==> config.mk <==
export PLATFORM = sky130hd
export DESIGN_NAME = gray_decoder_flat
export DESIGN_NICKNAME = d
export VERILOG_FILES = /design/src/rtl/gray_decoder_if.sv /design/src/rtl/gray_decoder.sv /design/src/flat_wrapper.sv
export SDC_FILE = /design/constraint.sdc
export NUM_CORES = 1
export LEC_CHECK = 0
export ABC_CLOCK_PERIOD_IN_PS = 3500
export BUFFER_PORTS_ARGS = -buffer_cell sky130_fd_sc_hd__buf_2
export CORE_MARGIN = 2
export CORE_UTILIZATION = 37
export DETAILED_ROUTE_END_ITERATION = 7
export GPL_TIMING_DRIVEN = 0
export PLACE_DENSITY = 0.62
export REMOVE_ABC_BUFFERS = 1
export SETUP_SLACK_MARGIN = 0.02
export SKIP_CTS_REPAIR_TIMING = 1
export SYNTH_ARGS = -nofsm -noshare
export SYNTH_HDL_FRONTEND = slang
export SYNTH_SLANG_ARGS = --single-unit
==> constraint.sdc <==
create_clock -name clk -period 3.5 [get_ports clk]
set_input_delay 0.35 -clock clk [delete_from_list [all_inputs] [get_ports clk]]
set_output_delay 0.35 -clock clk [all_outputs]
set_load 0.1 [all_outputs]
==> src/rtl/gray_decoder_if.sv <==
// Sample/status bundle between an upstream Gray counter (master) and
// the gray_decoder receiver (slave).
interface gray_decoder_if #(
  parameter int WIDTH      = 3,
  parameter int WRAP_CNT_W = 8
);
  logic                  valid_i;
  logic                  clear_i;
  logic [WIDTH-1:0]      gray_i;
  logic [WIDTH-1:0]      binary_o;
  logic                  locked_o;
  logic                  wrap_o;
  logic                  error_o;
  logic [WRAP_CNT_W-1:0] wrap_count_o;

  modport master (
    output valid_i, clear_i, gray_i,
    input  binary_o, locked_o, wrap_o, error_o, wrap_count_o
  );

  modport slave (
    input  valid_i, clear_i, gray_i,
    output binary_o, locked_o, wrap_o, error_o, wrap_count_o
  );
endinterface

==> src/rtl/gray_decoder.sv <==
// Gray-link receiver: decodes accepted samples, checks each is a hold or a
// single forward step, pulses on wrap and counts wraps (saturating).
module gray_decoder #(
  parameter int WIDTH      = 3,
  parameter int WRAP_CNT_W = 8
) (
  input  logic          clk,
  input  logic          rst,
  gray_decoder_if.slave link
);

  typedef enum logic [1:0] {IDLE, TRACK, FAULT} state_t;

  state_t                state_q;
  logic [WIDTH-1:0]      binary_q;
  logic                  locked_q;
  logic                  wrap_q;
  logic                  error_q;
  logic [WRAP_CNT_W-1:0] wrap_cnt_q;

  logic [WIDTH-1:0]      dec_bin;
  logic [WIDTH-1:0]      binary_inc;
  logic [WRAP_CNT_W-1:0] wrap_cnt_d;

  // Each binary bit is the XOR of all Gray bits at or above it.
  assign dec_bin[WIDTH-1] = link.gray_i[WIDTH-1];
  generate
    for (genvar gi = WIDTH - 2; gi >= 0; gi--) begin : g_dec
      assign dec_bin[gi] = dec_bin[gi+1] ^ link.gray_i[gi];
    end
  endgenerate

  assign binary_inc = binary_q + 1'b1;
  assign wrap_cnt_d = (&wrap_cnt_q) ? wrap_cnt_q : wrap_cnt_q + 1'b1;

  always_ff @(posedge clk or posedge rst) begin
    if (rst) begin
      state_q    <= IDLE;
      binary_q   <= '0;
      locked_q   <= 1'b0;
      wrap_q     <= 1'b0;
      error_q    <= 1'b0;
      wrap_cnt_q <= '0;
    end else begin
      wrap_q <= 1'b0;
      if (link.clear_i) begin
        state_q    <= IDLE;
        binary_q   <= '0;
        locked_q   <= 1'b0;
        error_q    <= 1'b0;
        wrap_cnt_q <= '0;
      end else if (link.valid_i) begin
        case (state_q)
          IDLE: begin
            binary_q <= dec_bin;
            locked_q <= 1'b1;
            state_q  <= TRACK;
          end
          TRACK: begin
            if (dec_bin == binary_q) begin
              binary_q <= binary_q;
            end else if (dec_bin == binary_inc) begin
              binary_q <= dec_bin;
              if (&binary_q) begin
                wrap_q     <= 1'b1;
                wrap_cnt_q <= wrap_cnt_d;
              end
            end else begin
              // Binary keeps the last good value for post-mortem.
              error_q  <= 1'b1;
              locked_q <= 1'b0;
              state_q  <= FAULT;
            end
          end
          default: state_q <= FAULT;
        endcase
      end
    end
  end

  assign link.binary_o     = binary_q;
  assign link.locked_o     = locked_q;
  assign link.wrap_o       = wrap_q;
  assign link.error_o      = error_q;
  assign link.wrap_count_o = wrap_cnt_q;

endmodule

==> src/flat_wrapper.sv <==
// flat-port wrapper written by rule: the top's interface ports become plain ports
module gray_decoder_flat 
#(
  parameter int WIDTH      = 3,
  parameter int WRAP_CNT_W = 8
)
  (clk, rst, link_valid_i, link_clear_i, link_gray_i, link_binary_o, link_locked_o, link_wrap_o, link_error_o, link_wrap_count_o);
  gray_decoder_if #(.WIDTH(WIDTH), .WRAP_CNT_W(WRAP_CNT_W)) link_i ();
  input  logic clk;
  input  logic rst;
  input wire logic [$bits(link_i.valid_i)-1:0] link_valid_i;
  input wire logic [$bits(link_i.clear_i)-1:0] link_clear_i;
  input wire logic [$bits(link_i.gray_i)-1:0] link_gray_i;
  output wire logic [$bits(link_i.binary_o)-1:0] link_binary_o;
  output wire logic [$bits(link_i.locked_o)-1:0] link_locked_o;
  output wire logic [$bits(link_i.wrap_o)-1:0] link_wrap_o;
  output wire logic [$bits(link_i.error_o)-1:0] link_error_o;
  output wire logic [$bits(link_i.wrap_count_o)-1:0] link_wrap_count_o;
  assign link_i.valid_i = link_valid_i;
  assign link_i.clear_i = link_clear_i;
  assign link_i.gray_i = link_gray_i;
  assign link_binary_o = link_i.binary_o;
  assign link_locked_o = link_i.locked_o;
  assign link_wrap_o = link_i.wrap_o;
  assign link_error_o = link_i.error_o;
  assign link_wrap_count_o = link_i.wrap_count_o;
  gray_decoder #(.WIDTH(WIDTH), .WRAP_CNT_W(WRAP_CNT_W)) u_core (.clk(clk), .rst(rst), .link(link_i));
endmodule
==> metrics, run 1 <==
I/O pin cnt 21; Initial Utilization around two fifths; clock tree from TritonCTS done; total area of sequential cells 400 sq um; die width 56.6 um; Num CTS Buffers 3; total number of vias a little over 800; placed cell areas 1130 sq um; residual DRC count 0; Arrival @ worst endpoint around 2800 ps; Final Power 0.430 mW; final-layout worst hold slack ~120 ps; sequential cell area fraction in the yosys report 39.1%; number of global-route vias before repair 772; count of warnings emitted by yosys 0; number of clock sinks seen by CTS 16; number of detailed-routing iterations run before antenna repair 4; LEAKAGE 0.582 nW; RSZ-0062 raised after global routing false; met3 layer wire length in the routed design 90 um; fraction of power spent switching nets between 30% and 40%; part of the power in combinational logic 24.7%; iteration-0 DRC count of the detailed router 17; M1 wire length 976 um; CTS root buffer sky130_fd_sc_hd__clkbuf_4; total instance count after detailed placement 147; row count 19; fraction of power consumed by sequential logic around 47%; max frequency 0.397 GHz; cell types occupying the most area after synthesis sky130_fd_sc_hd__dfrtp_1 (39%), sky130_fd_sc_hd__nor2_1 (6.2%), sky130_fd_sc_hd__xnor2_1 (4.3%); clock slew seen by the registers of the worst setup and hold paths around 100 ps; asr flop ratio synth 100%; synthesis-stage register bit count 16; Peak supply drop 219 uV; final period demand of the worst path between 2000 and 3000 ps; Max Buffers Root-to-Sink 2; global-route total usage across every layer 13.7%; fraction of power consumed by the clock network 28.7%; antenna violations before repair 0; vertical die dimension 56.6 um; detailed-placement wirelength estimate 1530 um; data required time of the worst path 3730 ps; die footprint roughly 3200 sq um; final setup skew around 4.6 ps; final count of negative-setup-slack endpoints 0; IO Port Bufs 20; startpoint class of the critical path flip-flop; share of final-layout standard cells stronger than drive strength 1 31.7%; CP Capture Type flip-flop; number of hold violations in the final report 0; Core Box Area 2690 sq um; Rel. slew slack 53.9%; remaining number of nets flagged by the antenna check after routing 0; total congestion overflow after global routing 0; class of the tightest hold or removal check in2async; instance count of the mapped netlist 100; nets@finish 131; Finished Layout Cells 151; Fin Setup TNS 0 ps; wire length of the first global-routing pass 3510 um; Final Max Slew Viols 0; number of H-tree levels 1; largest area contributor in the netlist sky130_fd_sc_hd__dfrtp_1; post-route design area about 1200 sq um; synthesized area per cell 10.2 sq um; synthesized cell area 1020 sq um; Met2 Routed Length 958 um; layout filler cell count 270; Cell variety after synth 39; power density normalized to cell area 369 nW/um^2; predominant post-synthesis flop cell sky130_fd_sc_hd__dfrtp_1; type of the worst setup path reg2reg; Max Used Layer met4; slew at the pin closest to its max-slew limit 689 ps; later-pin clock latency in the skew report 290 ps; proportion of netlist area held by the largest area contributor 39.1%; area overhead of the layout relative to synthesis 13.8%; number of synthesized flops with an enable pin 0; detailed-route vias per instance 5.36; final routed wire length divided by cell count 13.5 um; largest driver fanout on the critical path 7; result of the run complete, no violations; max_cap viols 0; routability congestion estimate 0.694; share of the cycle needed by the critical path after routing 72.0%; combined area of the multi-input logic cells 579 sq um; net load switching power 0.145 mW; P_int about 0.28 mW; pin count of the biggest net entering global routing 20; final wirelength 2050 um; Antenna diodes 0
synthesized netlist by cell type (all sizes together), types with 3 or more instances:
cell type,instances
xor2,3
mux2i,4
inv,3
buf,3
a21oi,6
ha,3
nor2,17
o211ai,4
xnor2,5
a31oi,3
nand3,3
dfrtp,16
worst max-delay path, stage by stage (launching register included):
cell	delay, ps
sky130_fd_sc_hd__dfrtp_1	450
sky130_fd_sc_hd__ha_1	220
sky130_fd_sc_hd__ha_1	310
sky130_fd_sc_hd__and3b_2	230
sky130_fd_sc_hd__o211ai_1	560
sky130_fd_sc_hd__a21oi_1	250
sky130_fd_sc_hd__a311oi_1	330
sky130_fd_sc_hd__a41o_1	120
path summary, 6_finish.rpt:
path,from,end,slack (ps),cells past startpoint
max in group asynchronous,rst,u_core.link.wrap_count_o[4],2980,2
max reg2reg,u_core.link.binary_o[0],u_core.link.wrap_count_o[5],980,7
min reg2reg,u_core.link.error_o,u_core.link.error_o,520,2
min in group clk,link_valid_i,u_core.state_q[0],310,2
max,u_core.link.binary_o[0],u_core.link.wrap_count_o[5],980,7
min,rst,u_core.link.wrap_count_o[7],120,2
power by group through the flow:
stage                     Clock (mW)  Combinational [mW]  Sequential, mW
after global routing           0.135               0.114           0.202
after CTS                      0.126               0.107           0.200
after detailed placement           0               0.107           0.204
after global placement             0               0.104           0.204
after floorplan                    0              0.0457           0.240
final                          0.123               0.106           0.200
cell families after synthesis:
family          Yosys count  share of synthesized area (%)
fa+ha+maj                 3                           3.66
xor+xnor                  8                           6.84
flops                    16                           39.1
simple gates             39                           22.2
compound gates           22                           18.4
mux                       5                           5.37
buf+inv                   7                           4.40
registers in the layout, summed over array words and instances (netlist names):
signal and count:
u_core.link.locked_o 1, u_core.link.binary_o 3, u_core.link.error_o 1, u_core.state_q 2, u_core.link.wrap_o 1, u_core.link.wrap_count_o 8
routing by layer:
layer / vias up / global-route usage (%)
met5: - / 0
met4: 0 / 2.04
met3: 2 / 5.07
met2: 15 / 23.3
met1: 387 / 17.0
li1: 405 / -
per-stage QoR:
step	utilization, %	worst slack, ps
2_1_floorplan	-	565
3_3_place_gp	42.1	1050
3_5_place_dp	42.1	979
4_1_cts	43.4	959
5_1_grt	43.4	785
6_report	43.4	978
final cells by class:
cell class	count	area share, %
Clock buffer	4	3.11
Inverter	3	0.966
Multi-Input combinational cell	77	49.7
Sequential cell	16	34.3
Tap cell	31	3.33
Timing Repair Buffer	20	8.58
cell usage in the layout, fill, tap and decap left out, types with 4 or more instances in the layout:
cell                       instances
sky130_fd_sc_hd__o211ai_1          4
sky130_fd_sc_hd__dfrtp_1          16
sky130_fd_sc_hd__buf_2            20
sky130_fd_sc_hd__xnor2_1           5
sky130_fd_sc_hd__a21oi_1           5
sky130_fd_sc_hd__mux2i_1           4
sky130_fd_sc_hd__nor2_1           17
Note: power is estimated with default switching activity, not from simulation.
==> run 2, diff against run 1 <==
ABC_AREA = 1   (was unset)
ABC_CLOCK_PERIOD_IN_PS = 2400   (was 3500)
PLACE_DENSITY = 0.61   (was 0.62)
clock period = 2.4 ns   (was 3.5 ns; I/O delays follow)
==> metrics, run 2 <==
result of the run complete, no violations; area overhead of the layout relative to synthesis 13.7%; max frequency 0.535 GHz (+35%); antenna violations before repair 0 (unchanged); Fin Setup TNS 0 ps (unchanged); synthesized area per cell 7.40 sq um (-28%); leading cell type in the layout, fill and taps excluded sky130_fd_sc_hd__nand2_1; number of clock sinks seen by CTS 16 (unchanged); final routed wire length divided by cell count 10.9 um (-20%); total congestion overflow after global routing 0 (unchanged); share of the cycle needed by the critical path after routing 77.9% (+5.9 points); number of hold violations in the final report 0 (unchanged); global-route total usage across every layer 15.7% (+2.0 points); data required time of the worst path 2570 ps (-1160 ps); slew at the pin closest to its max-slew limit 607 ps (-81.6 ps); detailed-placement wirelength estimate 1840 um (+20%); multiplexer area fraction after synthesis 0% (-5.4 points); Antenna diodes 0 (unchanged); fraction of the mapped netlist area in compound gates 5.27% (-13 points); number of detailed-routing iterations run before antenna repair 4 (unchanged); startpoint class of the critical path flip-flop; Core Box Area 3030 sq um (+13%); power density normalized to cell area 557 nW/um^2 (+51%); later-pin clock latency in the skew report 280 ps (about the same); asr flop ratio synth 100% (unchanged); die footprint 3610 sq um (+12%); instance count of the mapped netlist 157 (+57%); type of the worst setup path reg2reg; Peak supply drop 266 uV (+22%); Rel. slew slack 59.5% (+5.6 points); clock slew seen by the registers of the worst setup and hold paths 90 ps (about the same); commonest cells after routing, fill and taps aside sky130_fd_sc_hd__nand2_1 (36), sky130_fd_sc_hd__nand3_1 (30), sky130_fd_sc_hd__buf_2 (20); CTS root buffer sky130_fd_sc_hd__clkbuf_4; iteration-0 DRC count of the detailed router 43 (+26); number of global-route vias before repair 1,000 (+30%); Arrival @ worst endpoint 2040 ps (-710 ps); LEAKAGE 0.688 nW (+18%); Max Buffers Root-to-Sink 2 (unchanged); max FFs per register 8 (unchanged); sequential cell area fraction in the yosys report 34.4% (-4.6 points); combinational family with the most area after synthesis simple AND/OR/NAND/NOR gates; die width 60.1 um (+6.0%); detailed-route vias per instance 4.94 (-7.8%); count of warnings emitted by yosys 0 (unchanged); most frequent cell after synthesis sky130_fd_sc_hd__nand2_1; final design utilization 43.6% (+0.23 points); cell types occupying the most area after synthesis sky130_fd_sc_hd__dfrtp_1 (34%), sky130_fd_sc_hd__nand3_1 (13%), sky130_fd_sc_hd__nand2_1 (12%); synthesis-stage register bit count 16 (unchanged); Cell variety after synth 24 (-38%); remaining number of nets flagged by the antenna check after routing 0 (unchanged); I/O pin cnt 21 (unchanged); Num CTS Buffers 3 (unchanged); final period demand of the worst path 1870 ps (-652 ps); wire length of the first global-routing pass 4280 um (+22%); total number of vias 1,092 (+35%); nets@finish 189 (+44%); routability congestion estimate 0.802 (+15%); final wirelength 2400 um (+17%); final setup skew 4.09 ps (-0.481 ps); row count 20 (+1); RSZ-0062 raised after global routing false; share of final-layout standard cells stronger than drive strength 1 26.0% (-5.7 points); largest driver fanout on the critical path 8 (+1); fraction of synthesized cell area in xor and xnor cells 3.77% (-3.1 points); top cells by instance count after synthesis sky130_fd_sc_hd__nand2_1 (36), sky130_fd_sc_hd__nand3_1 (30), sky130_fd_sc_hd__dfrtp_1 (16), sky130_fd_sc_hd__inv_1 (13), sky130_fd_sc_hd__nor2_1 (12); number of H-tree levels 1 (unchanged); Initial Utilization 38.4% (+0.24 points); pin count of the biggest net entering global routing 19 (-5.0%); proportion of netlist area held by the largest area contributor 34.4% (-4.6 points); clock tree from TritonCTS done; residual DRC count 0 (unchanged); CP Capture Type flip-flop; vertical die dimension 60.1 um (+6.0%); fraction of the mapped netlist area in simple logic gates 45.9% (+24 points); max_cap viols 0 (unchanged); IO Port Bufs 20 (unchanged); class of the tightest hold or removal check in2async; predominant post-synthesis flop cell sky130_fd_sc_hd__dfrtp_1; synthesized cell area 1160 sq um (+13%); largest area contributor in the netlist sky130_fd_sc_hd__dfrtp_1; Final Max Slew Viols 0 (unchanged); synthesized-area fraction occupied by adder cells 3.23% (-0.43 points); number of synthesized flops with an enable pin 0 (unchanged); final count of negative-setup-slack endpoints 0 (unchanged)
run 2: cell count changes in the layout (fill, tap and decap cells not counted), moves of 5 or more:
cell / previous run / this run
sky130_fd_sc_hd__nand3_1: 3 / 30
sky130_fd_sc_hd__inv_1: 3 / 13
sky130_fd_sc_hd__nand3_2: 0 / 5
sky130_fd_sc_hd__nand2_2: 0 / 6
sky130_fd_sc_hd__nand2_1: 2 / 36
sky130_fd_sc_hd__nor2_1: 17 / 12
run 2: logic make-up (layout without fill, tap and decap cells):
| family | Yosys count | count (layout) |
|---|---|---|
| and+or+nand+nor | 102 | 102 |
| buffers and inverters | 21 | 41 |
| DFF | 16 | 16 |
| AOI/OAI and AO/OA | 10 | 10 |
| xor gates and xnor gates | 5 | 5 |
| adders and majority gates | 3 | 3 |
run 2: stage by stage:
stage	instance area, sq um	worst slack (ps)	total power [mW]	cells	hold WS [ps]
2_1_floorplan	1140	103	0.554	154	154
3_3_place_gp	1300	553	0.604	218	347
3_5_place_dp	1300	520	0.608	218	345
4_1_cts	1320	502	0.747	221	32.9
5_1_grt	1320	408	0.784	221	89.4
6_report	1320	530	0.736	221	15.0
run 2: cell type report:
cell class | instances | area (sq um)
clock buffer | 3 | 22.5
sequential | 16 | 400
timing repair buffer | 20 | 100
inverter | 18 | 67.6
tap | 44 | 55.1
multi-input combinational | 120 | 676
fill | 319 | 1710
run 2: report_power, final:
group          leakage [nW]  switching, mW  total (mW)  internal (mW)
Combinational         0.457          0.227       0.294         0.0672
Clock                0.0138         0.0774       0.136         0.0582
Sequential            0.217         0.0183       0.306          0.288
Total                 0.688          0.323       0.736          0.413
run 2: worst paths after layout:
check	end	cells after the start	slack (ps)	startpoint
max in group asynchronous	u_core.link.wrap_count_o[2]	2	1990	rst
min in group clk	u_core.link.wrap_o	3	240	link_valid_i
setup reg to reg	u_core.link.wrap_count_o[2]	9	530	u_core.link.binary_o[0]
hold reg to reg	u_core.link.locked_o	2	480	u_core.link.locked_o
setup / recovery	u_core.link.wrap_count_o[2]	9	530	u_core.link.binary_o[0]
hold / removal	u_core.link.wrap_count_o[3]	2	10	rst
run 2: routing by layer:
layer	track usage, %	share of wire (%)
met5	0	0
met4	3.81	0.79
met3	4.55	4.9
met2	24.5	47
met1	21.4	48
run 2: critical path: stages, from the launching register on:
cell and delay (ps):
sky130_fd_sc_hd__dfrtp_1 450, sky130_fd_sc_hd__ha_1 220, sky130_fd_sc_hd__ha_1 280, sky130_fd_sc_hd__xor2_1 170, sky130_fd_sc_hd__nor2_4 160, sky130_fd_sc_hd__nand3_4 90, sky130_fd_sc_hd__nor2_2 90, sky130_fd_sc_hd__nand2_2 130
sky130_fd_sc_hd__nand3_1 100, sky130_fd_sc_hd__nand2_1 70
